[config.mk]
export PLATFORM = sky130hd
export DESIGN_NAME = seq_multiplier_n
export DESIGN_NICKNAME = d
export VERILOG_FILES = /design/src/rtl/seq_multiplier_n.sv
export SDC_FILE = /design/constraint.sdc
export NUM_CORES = 1
export LEC_CHECK = 0
export CORE_UTILIZATION = 32
export DETAILED_ROUTE_END_ITERATION = 16
export PLACE_DENSITY = 0.48
export SYNTH_ARGS = -nofsm -noshare
export SYNTH_HDL_FRONTEND = slang
export SYNTH_SLANG_ARGS = --single-unit
[constraint.sdc]
create_clock -name clk -period 3.2 [get_ports clk]
set_input_delay 0.32 -clock clk [delete_from_list [all_inputs] [get_ports clk]]
set_output_delay 0.32 -clock clk [all_outputs]
set_load 0.1 [all_outputs]
[src/rtl/seq_multiplier_n.sv]
// Shift-add sequential multiplier, WIDTH x WIDTH -> 2*WIDTH, unsigned or signed per operation.
// Signed operands are reduced to magnitudes on accept; the sign is reapplied once in FIX.
module seq_multiplier_n #(
   parameter int WIDTH = 8
) (
   input  logic                 clk,
   input  logic                 rst,
   input  logic                 start,
   input  logic                 signed_mode,
   input  logic [WIDTH-1:0]     a,
   input  logic [WIDTH-1:0]     b,
   output logic                 ready,
   output logic                 busy,
   output logic                 done,
   output logic [2*WIDTH-1:0]   product
);

   localparam int CW = $clog2(WIDTH + 1);

   typedef enum logic [1:0] {IDLE, RUN, FIX} state_t;

   state_t               state_q, state_d;
   logic [WIDTH-1:0]     acc_q, acc_d;
   logic [WIDTH-1:0]     mplier_q, mplier_d;
   logic [WIDTH-1:0]     mcand_q, mcand_d;
   logic [CW-1:0]        count_q, count_d;
   logic                 neg_q, neg_d;
   logic [2*WIDTH-1:0]   product_q, product_d;
   logic                 done_q, done_d;
   logic                 ready_q, ready_d;
   logic                 busy_q, busy_d;

   logic [WIDTH:0]       sum;
   logic [2*WIDTH-1:0]   full;

   always_comb begin
      state_d   = state_q;
      acc_d     = acc_q;
      mplier_d  = mplier_q;
      mcand_d   = mcand_q;
      count_d   = count_q;
      neg_d     = neg_q;
      product_d = product_q;
      done_d    = 1'b0;

      // The adder carry lands in the accumulator MSB through the fused shift.
      sum  = {1'b0, acc_q} + (mplier_q[0] ? {1'b0, mcand_q} : '0);
      full = {acc_q, mplier_q};

      case (state_q)
         IDLE: begin
            if (start) begin
               mcand_d  = (signed_mode && a[WIDTH-1]) ? -a : a;
               mplier_d = (signed_mode && b[WIDTH-1]) ? -b : b;
               neg_d    = signed_mode & (a[WIDTH-1] ^ b[WIDTH-1]);
               acc_d    = '0;
               count_d  = '0;
               state_d  = RUN;
            end
         end
         RUN: begin
            if (count_q == CW'(WIDTH)) begin
               state_d = FIX;
            end else begin
               acc_d    = sum[WIDTH:1];
               mplier_d = {sum[0], mplier_q[WIDTH-1:1]};
               count_d  = count_q + 1'b1;
            end
         end
         FIX: begin
            product_d = neg_q ? -full : full;
            done_d    = 1'b1;
            state_d   = IDLE;
         end
         default: state_d = IDLE;
      endcase

      ready_d = (state_d == IDLE);
      busy_d  = (state_d != IDLE);
   end

   always_ff @(posedge clk or posedge rst) begin
      if (rst) begin
         state_q   <= IDLE;
         acc_q     <= '0;
         mplier_q  <= '0;
         mcand_q   <= '0;
         count_q   <= '0;
         neg_q     <= 1'b0;
         product_q <= '0;
         done_q    <= 1'b0;
         ready_q   <= 1'b1;
         busy_q    <= 1'b0;
      end else begin
         state_q   <= state_d;
         acc_q     <= acc_d;
         mplier_q  <= mplier_d;
         mcand_q   <= mcand_d;
         count_q   <= count_d;
         neg_q     <= neg_d;
         product_q <= product_d;
         done_q    <= done_d;
         ready_q   <= ready_d;
         busy_q    <= busy_d;
      end
   end

   assign ready   = ready_q;
   assign busy    = busy_q;
   assign done    = done_q;
   assign product = product_q;

endmodule

-- Word level (Yosys, flattened, before mapping)
Cells that the tools add are included.
- logic and storage cells: 47
- input bits: 20
- bits in registers: 50
- output and inout bits: 19
- reduce and logical (&&, ||, !) cells: 8
- mux-type cells: 17
- eq/ne operators: 5
- bitwise operators: 2
- $add $sub $neg: 5
- operators by type and width (cell ; number):
    8-bit 2-to-1 mux ; 7
    8-bit case mux with 2 select lines ; 2
    16-bit 2-to-1 mux ; 1
    16-bit negation ; 1
    8-bit negation ; 2
    8-bit by 8-bit adder with 9-bit output ; 1
    4-bit 2-to-1 mux ; 2
    4-bit case mux with 2 select lines ; 1
    4-bit by 1-bit adder with 4-bit output (second input constant) ; 1
    4-bit equality test (second input constant) ; 1
    2-bit logical NOT ; 2
    2-bit 2-to-1 mux ; 2
    2-bit != test (second input constant) ; 2
    2-bit case mux with 2 select lines ; 1
    2-bit nonzero test ; 2
    3-bit AND reduction ; 1
    2-bit by 1-bit equality test with 1-bit output (second input constant) ; 1
    2-bit equality test (second input constant) ; 1
    1-bit logical AND ; 2
    2-bit AND reduction ; 1
    1-bit AND ; 1
    1-bit 2-to-1 mux ; 1
    1-bit XOR ; 1

-- Depth between registers and ports, before layout
Gate-level depths: netlist of run 1.
- word-level depth: 4
- gate-level depth with buffers: 9
- depth with buffers taken out: 8

-- Worst setup path before layout of run 1
Ideal clock, no wire load.
- path kind: register to register
- start point: register mplier_q[0]
- end point: register acc_q[5]
- clock period less this slack: 2053 ps
- path slack: 1147 ps
- required time: 3099 ps
- setup time: 101 ps
- arrival time: 1953 ps
- path buffers: 0
- stages on the path, launching flop included: 8
- path through: dfrtp_1 -> and2_2 -> ha_1 -> fa_1 -> a211oi_1 -> o21ai_0 -> and3_1 -> o32ai_1
- cells in the longest elaborated chain, start to end: 4
- RTL lines (item ; RTL line ; source):
    start: declaration ; 24 ; logic [WIDTH-1:0] mplier_q, mplier_d;
    start signal: assignment ; 97 ; mplier_q <= mplier_d;
    8-bit 2-to-1 mux ; 47 ; sum = {1'b0, acc_q} + (mplier_q[0] ? {1'b0, mcand_q} : '0);
    8-bit by 8-bit adder with 9-bit output ; 47 ;
    8-bit 2-to-1 mux ; 62 ; if (count_q == CW'(WIDTH)) begin
    8-bit case mux with 2 select lines ; 50 ; case (state_q)
    end signal: assignment ; 85 ; acc_q <= '0;
    end signal: assignment ; 96 ; acc_q <= acc_d;
    end: declaration ; 23 ; logic [WIDTH-1:0] acc_q, acc_d;
No other way between the ends. The select of a mux whose other input is x is not followed.
A chain may end at the register's enable or synchronous reset.

-- Worst setup path after layout of run 1
Ends and elaborated chain as after synthesis.

==> results.cfg, run 1 <==
[setup_path]
cp-startpoint = mplier_q[0]
cp-end-kind = flop
critPathRequiredTime_ns = 3.40
crit_arrival_ns = 2.48
ff2ff_path_depth = 7
rr_endpoint = acc_q[5]
critical_path.max_fanout = 10
start_kind = flop
critical_path_class = reg -> reg
crit_end = acc_q[5]
rr_startpoint = mplier_q[0]
reg2reg_slack_ns = 0.92

[finish]
final_cells = 464
nets = 389
final_layout_size_suffix_gt1_share_pct = 7.87
fin_area_um2 = 3480
diodes = 0
area_growth_pct = 20.1

[power]
peakVddDrop_uv = 221
power_density_nw_per_um2 = 1050
leakagePower_nw = 1.55
power.total_mw = 3.65

[grt]
grt_usage_pct = 13.7
antenna_found_initial = 0
grt_max_degree = 51
gr-total-overflow = 0
first_global_vias = 2065
grt_first_pass_wirelength_um = 10300

[clock_network]
cts-resized-gates = 0
h-tree-depth = 2
cts_sinks = 50
cts_setup_buffers = 0
insertion_delay_ns = 0.30
cts_tree = built
cts_root_buf = clkbuf_8
path_clk_slew_ns = 0.09
clockBufferDepth = 2
ctsHoldBuffers = 0
numCtsBuffers = 5

[logic_synthesis]
syn_area_per_cell_um2 = 9.11
postSynth.asyncResetShare_pct = 100
ys.flop_type = dfrtp_1
synth_common_cells = nand2_1, dfrtp_1, o21ai_0
synth_top_area_share_pct = 42.3
ys_ff_latch = 50
synthTopCellsByArea = dfrtp_1, nand2_1, o21ai_0
synth.net_count = 352
syn_inst = 318
synth_top_cell_by_area = dfrtp_1
yosysSeqAreaShare_pct = 43.2
synth_area_um2 = 2900
yosysWarningCount = 0
yosysUniqueCellTypes = 46
yosysMostFrequentCell = nand2_1
synth_edf_count = 0

[sta]
skew_ns = 0.00561
rsz0062_at_grt = no
fmax_mhz = 439
setup_tns_ns = 0
tightestPinTransition_ns = 1.08
finalCritPeriodShare_pct = 71.2
slew_violations = 0
worst_slack_ns = 0.922
slew_headroom_pct = 28.2
finalCriticalPeriod_ns = 2.28
finalSetupViolations = 0
hold_viol_final = 0

[floorplanning]
io_pins = 39
start_util_pct = 33.1
dieArea_um2 = 9440
coreArea_um2 = 8760
die_h_um = 97.2
fp-row-count = 34
die_w_um = 97.2

[placement]
portBuffers = 38
place_ws_ns = 0.922
place.gp.congestion = 0.790
placed_cell_area_um2 = 3390
place_hpwl_um = 4660
dp_cells = 456

[detailed_routing]
drt_first_pass_iters = 4
wl_per_cell_um = 13.4
via_count = 2227
drc = 0
drt_wl_total_um = 6210
dr.first_iter.drc_count = 61
ant_nets = 0
vias_per_cell = 4.80

[hold_path]
min_from = mcand_q[0]
worstHoldPathType = reg -> reg

[run]
maxCapViolCount = 0

[run_status]
status = complete, no violations
-- report_power, final --
group          leakage, nW  internal [mW]  switching (mW)
registers            0.641          0.899           0.301
clock network       0.0482          0.175           0.212
logic                0.862          0.699            1.37
-- critical path, stage by stage (launching register included) --
cell	delay [ns]
dfrtp_1	0.49
and2_2	0.24
ha_1	0.21
fa_1	0.43
a211oi_1	0.20
o21ai_0	0.14
and3_1	0.19
o32ai_1	0.27
-- worst min path at each step --
stage | depth (start not counted) | end | slack (ns)
floorplan | 1 | ready | 0.41
global placement | 2 | product[1] | 0.46
detailed placement | 2 | product[2] | 0.47
CTS | 2 | product[2] | 0.49
global route | 2 | product[6] | 0.51
finish | 2 | mcand_q[0] | 0.48
-- registers in the layout, indices dropped and copies added (netlist names) --
signal,flops
mcand_q,8
state_q,2
acc_q,8
done,1
busy,1
product,16
neg_q,1
mplier_q,8
count_q,4
ready,1
-- cell usage in the layout, fill, tap and decap left out, types with 2 or more instances in the layout --
master | netlist | routed
o21ai_0 | 36 | 36
nor3_1 | 5 | 5
o21bai_1 | 2 | 2
o31ai_1 | 4 | 4
o21ai_1 | 14 | 14
clkdlybuf4s50_1 | 0 | 38
a21o_1 | 4 | 4
a21oi_1 | 11 | 11
inv_1 | 15 | 14
xnor2_1 | 12 | 12
buf_4 | 0 | 2
inv_2 | 1 | 2
or2_2 | 2 | 2
or3_1 | 4 | 4
mux2i_1 | 3 | 3
nand2_1 | 51 | 51
and2_2 | 7 | 7
nand3_1 | 13 | 13
nand2b_1 | 2 | 2
xor2_1 | 18 | 18
ha_1 | 13 | 13
o211ai_1 | 2 | 2
dfrtp_1 | 49 | 49
a211oi_1 | 3 | 3
nor2_1 | 16 | 16
clkbuf_8 | 0 | 6
-- stage by stage --
stage	util (%)	hold slack (ns)
2_1_floorplan	-	0.405
3_5_place_dp	38.7	0.471
3_3_place_gp	38.7	0.460
5_1_grt	39.7	0.505
4_1_cts	39.7	0.493
6_report	39.7	0.481
-- final cells by class --
type | instances | area, µm²
well taps | 108 | 135
inverters | 16 | 60.1
clock inverters | 1 | 5.00
fillers | 892 | 5280
flip-flops and latches | 50 | 1250
multi-input cells | 242 | 1550
repair buffers | 40 | 395
clock buffers | 7 | 86.3
-- layer usage --
metal  up-vias  global-route usage, %  wire (µm)
li1       1164                      -          -
met1      1014                   19.5       3240
met2        43                   20.9       2650
met3         6                   2.81        234
met4         0                   4.13         83
met5         -                      0          0
-- kinds of logic (layout without fill, tap and decap cells) --
family | after synthesis | after routing | share of synthesized area [%]
and+or+nand+nor | 112 | 112 | 19.5
buffers and inverters | 26 | 64 | 3.41
DFF | 50 | 50 | 43.2
AOI/OAI and AO/OA | 83 | 83 | 17.5
adders and majority gates | 14 | 14 | 6.30
xor gates and xnor gates | 30 | 30 | 9.07
muxes | 3 | 3 | 1.04
Note: power is estimated with default switching activity, not from simulation.
==> inputs of run 2 (changes only) <==
==> constraint.sdc (replaced) <==
create_clock -name clk -period 2.15 [get_ports clk]
set_input_delay 0.215 -clock clk [delete_from_list [all_inputs] [get_ports clk]]
set_output_delay 0.215 -clock clk [all_outputs]
set_load 0.1 [all_outputs]
==> results.cfg, run 2 (synthesized netlist as in run 1, its figures left out) <==
[detailed_routing]
wl_per_cell_um = 13.2
ant_nets = 0
via_count = 2253
drt_first_pass_iters = 4
drc = 0
drt_wl_total_um = 6280
vias_per_cell = 4.74
dr.first_iter.drc_count = 88

[finish]
area_growth_pct = 22.5
largest_reg_flops = 16
nets = 400
final_cells = 475
layout_common_cells = nand2_1, dfrtp_1, o21ai_0
fin_area_um2 = 3550
diodes = 0
layout_commonest_cell = nand2_1
final_layout_size_suffix_gt1_share_pct = 17.2

[placement]
place.gp.congestion = 0.792
portBuffers = 38
placed_cell_area_um2 = 3440
dp_cells = 467
place_hpwl_um = 4880

[power]
peakVddDrop_uv = 364
power.total_mw = 5.56
power_density_nw_per_um2 = 1560
leakagePower_nw = 1.64

[sta]
skew_ns = 0.0136
slew_headroom_pct = 63.9
finalCriticalPeriod_ns = 2.01
fmax_mhz = 496
fin_hold_ws_ns = 0.257
finalSetupViolations = 0
finalCritPeriodShare_pct = 93.7
rsz0062_at_grt = no
tightestPinTransition_ns = 0.542
slew_violations = 0
setup_tns_ns = 0
hold_viol_final = 0

[clock_network]
cts_root_buf = clkbuf_8
numCtsBuffers = 5
path_clk_slew_ns = 0.09
clockBufferDepth = 2
insertion_delay_ns = 0.30
cts_sinks = 50
cts_tree = built
h-tree-depth = 2

[floorplanning]
die_w_um = 97.2
io_pins = 39
coreArea_um2 = 8760
dieArea_um2 = 9440
die_h_um = 97.2
fp-row-count = 34
start_util_pct = 33.1

[hold_path]
worstHoldPathType = in -> async

[grt]
grt_max_degree = 34
gr-total-overflow = 0
first_global_vias = 2149
antenna_found_initial = 0
grt_first_pass_wirelength_um = 10600
grt_usage_pct = 13.9

[setup_path]
critical_path.max_fanout = 8
critical_path_class = reg -> reg
crit_arrival_ns = 2.20
critPathRequiredTime_ns = 2.33
start_kind = flop
cp-end-kind = flop

[run_status]
status = complete, no violations

[run]
maxCapViolCount = 0
run 2: cell types whose count changed in the layout (fill, tap and decap cells not counted), sizes merged:
cell and delta:
clkbuf +1, clkinv -1, buf +30, clkdlybuf4s50 -19
run 2: area by class of cell:
cell class                 count  area, µm²
clock buffer                   8       90.1
fill                         903       5210
sequential                    50       1250
inverter                      16       60.1
tap                          108        135
timing repair buffer          51        443
multi-input combinational    242       1570
run 2: final timing paths:
path / end / cells past startpoint / startpoint / slack [ns]
setup / recovery: acc_q[6] / 7 / mplier_q[0] / 0.14
hold / removal: product[15] / 2 / rst / 0.26
setup reg to reg: acc_q[6] / 7 / mplier_q[0] / 0.14
hold reg to reg: mcand_q[0] / 2 / mcand_q[0] / 0.48
max in group asynchronous: ready / 3 / rst / 1.30
min in group clk: mcand_q[0] / 2 / mcand_q[0] / 0.48
run 2: where the power goes:
group | internal, mW | total, mW | leakage (nW) | switching (mW)
Combinational | 1.11 | 3.25 | 0.953 | 2.14
Sequential | 1.34 | 1.74 | 0.640 | 0.395
Clock | 0.263 | 0.566 | 0.0455 | 0.303
Total | 2.72 | 5.56 | 1.64 | 2.84
run 2: critical path: stages (launching register included):
cell     delay [ns]
dfrtp_2        0.44
and2_2         0.19
ha_1           0.35
o21ai_0        0.32
o21ai_0        0.12
a41oi_1        0.24
xor2_1         0.16
o21ai_0        0.08
run 2: layer usage:
| layer | GRT usage [%] | up-vias | part of all wire [%] |
|---|---|---|---|
| met3 | 2.59 | 8 | 2.8 |
| met4 | 3.79 | 0 | 1.3 |
| li1 | - | 1193 | - |
| met1 | 19.3 | 1013 | 53 |
| met2 | 22.0 | 39 | 43 |
| met5 | 0 | - | 0 |
run 2: timing repair:
item	in CTS	in global routing
hold buffers	0	0
setup endpoints to repair	1	6
gates resized for setup	1	6
endpoints found under the hold margin	0	0
setup buffers	0	0
cloned	0	0
pin swaps	0	3
run 2: stage by stage:
step                util (%)  setup slack (ns)
global placement        39.2            0.0448
detailed placement      39.2           0.00591
CTS                     40.2            0.0104
finish                  40.5             0.136
floorplan                  -            0.0966
global route            40.5           0.00475
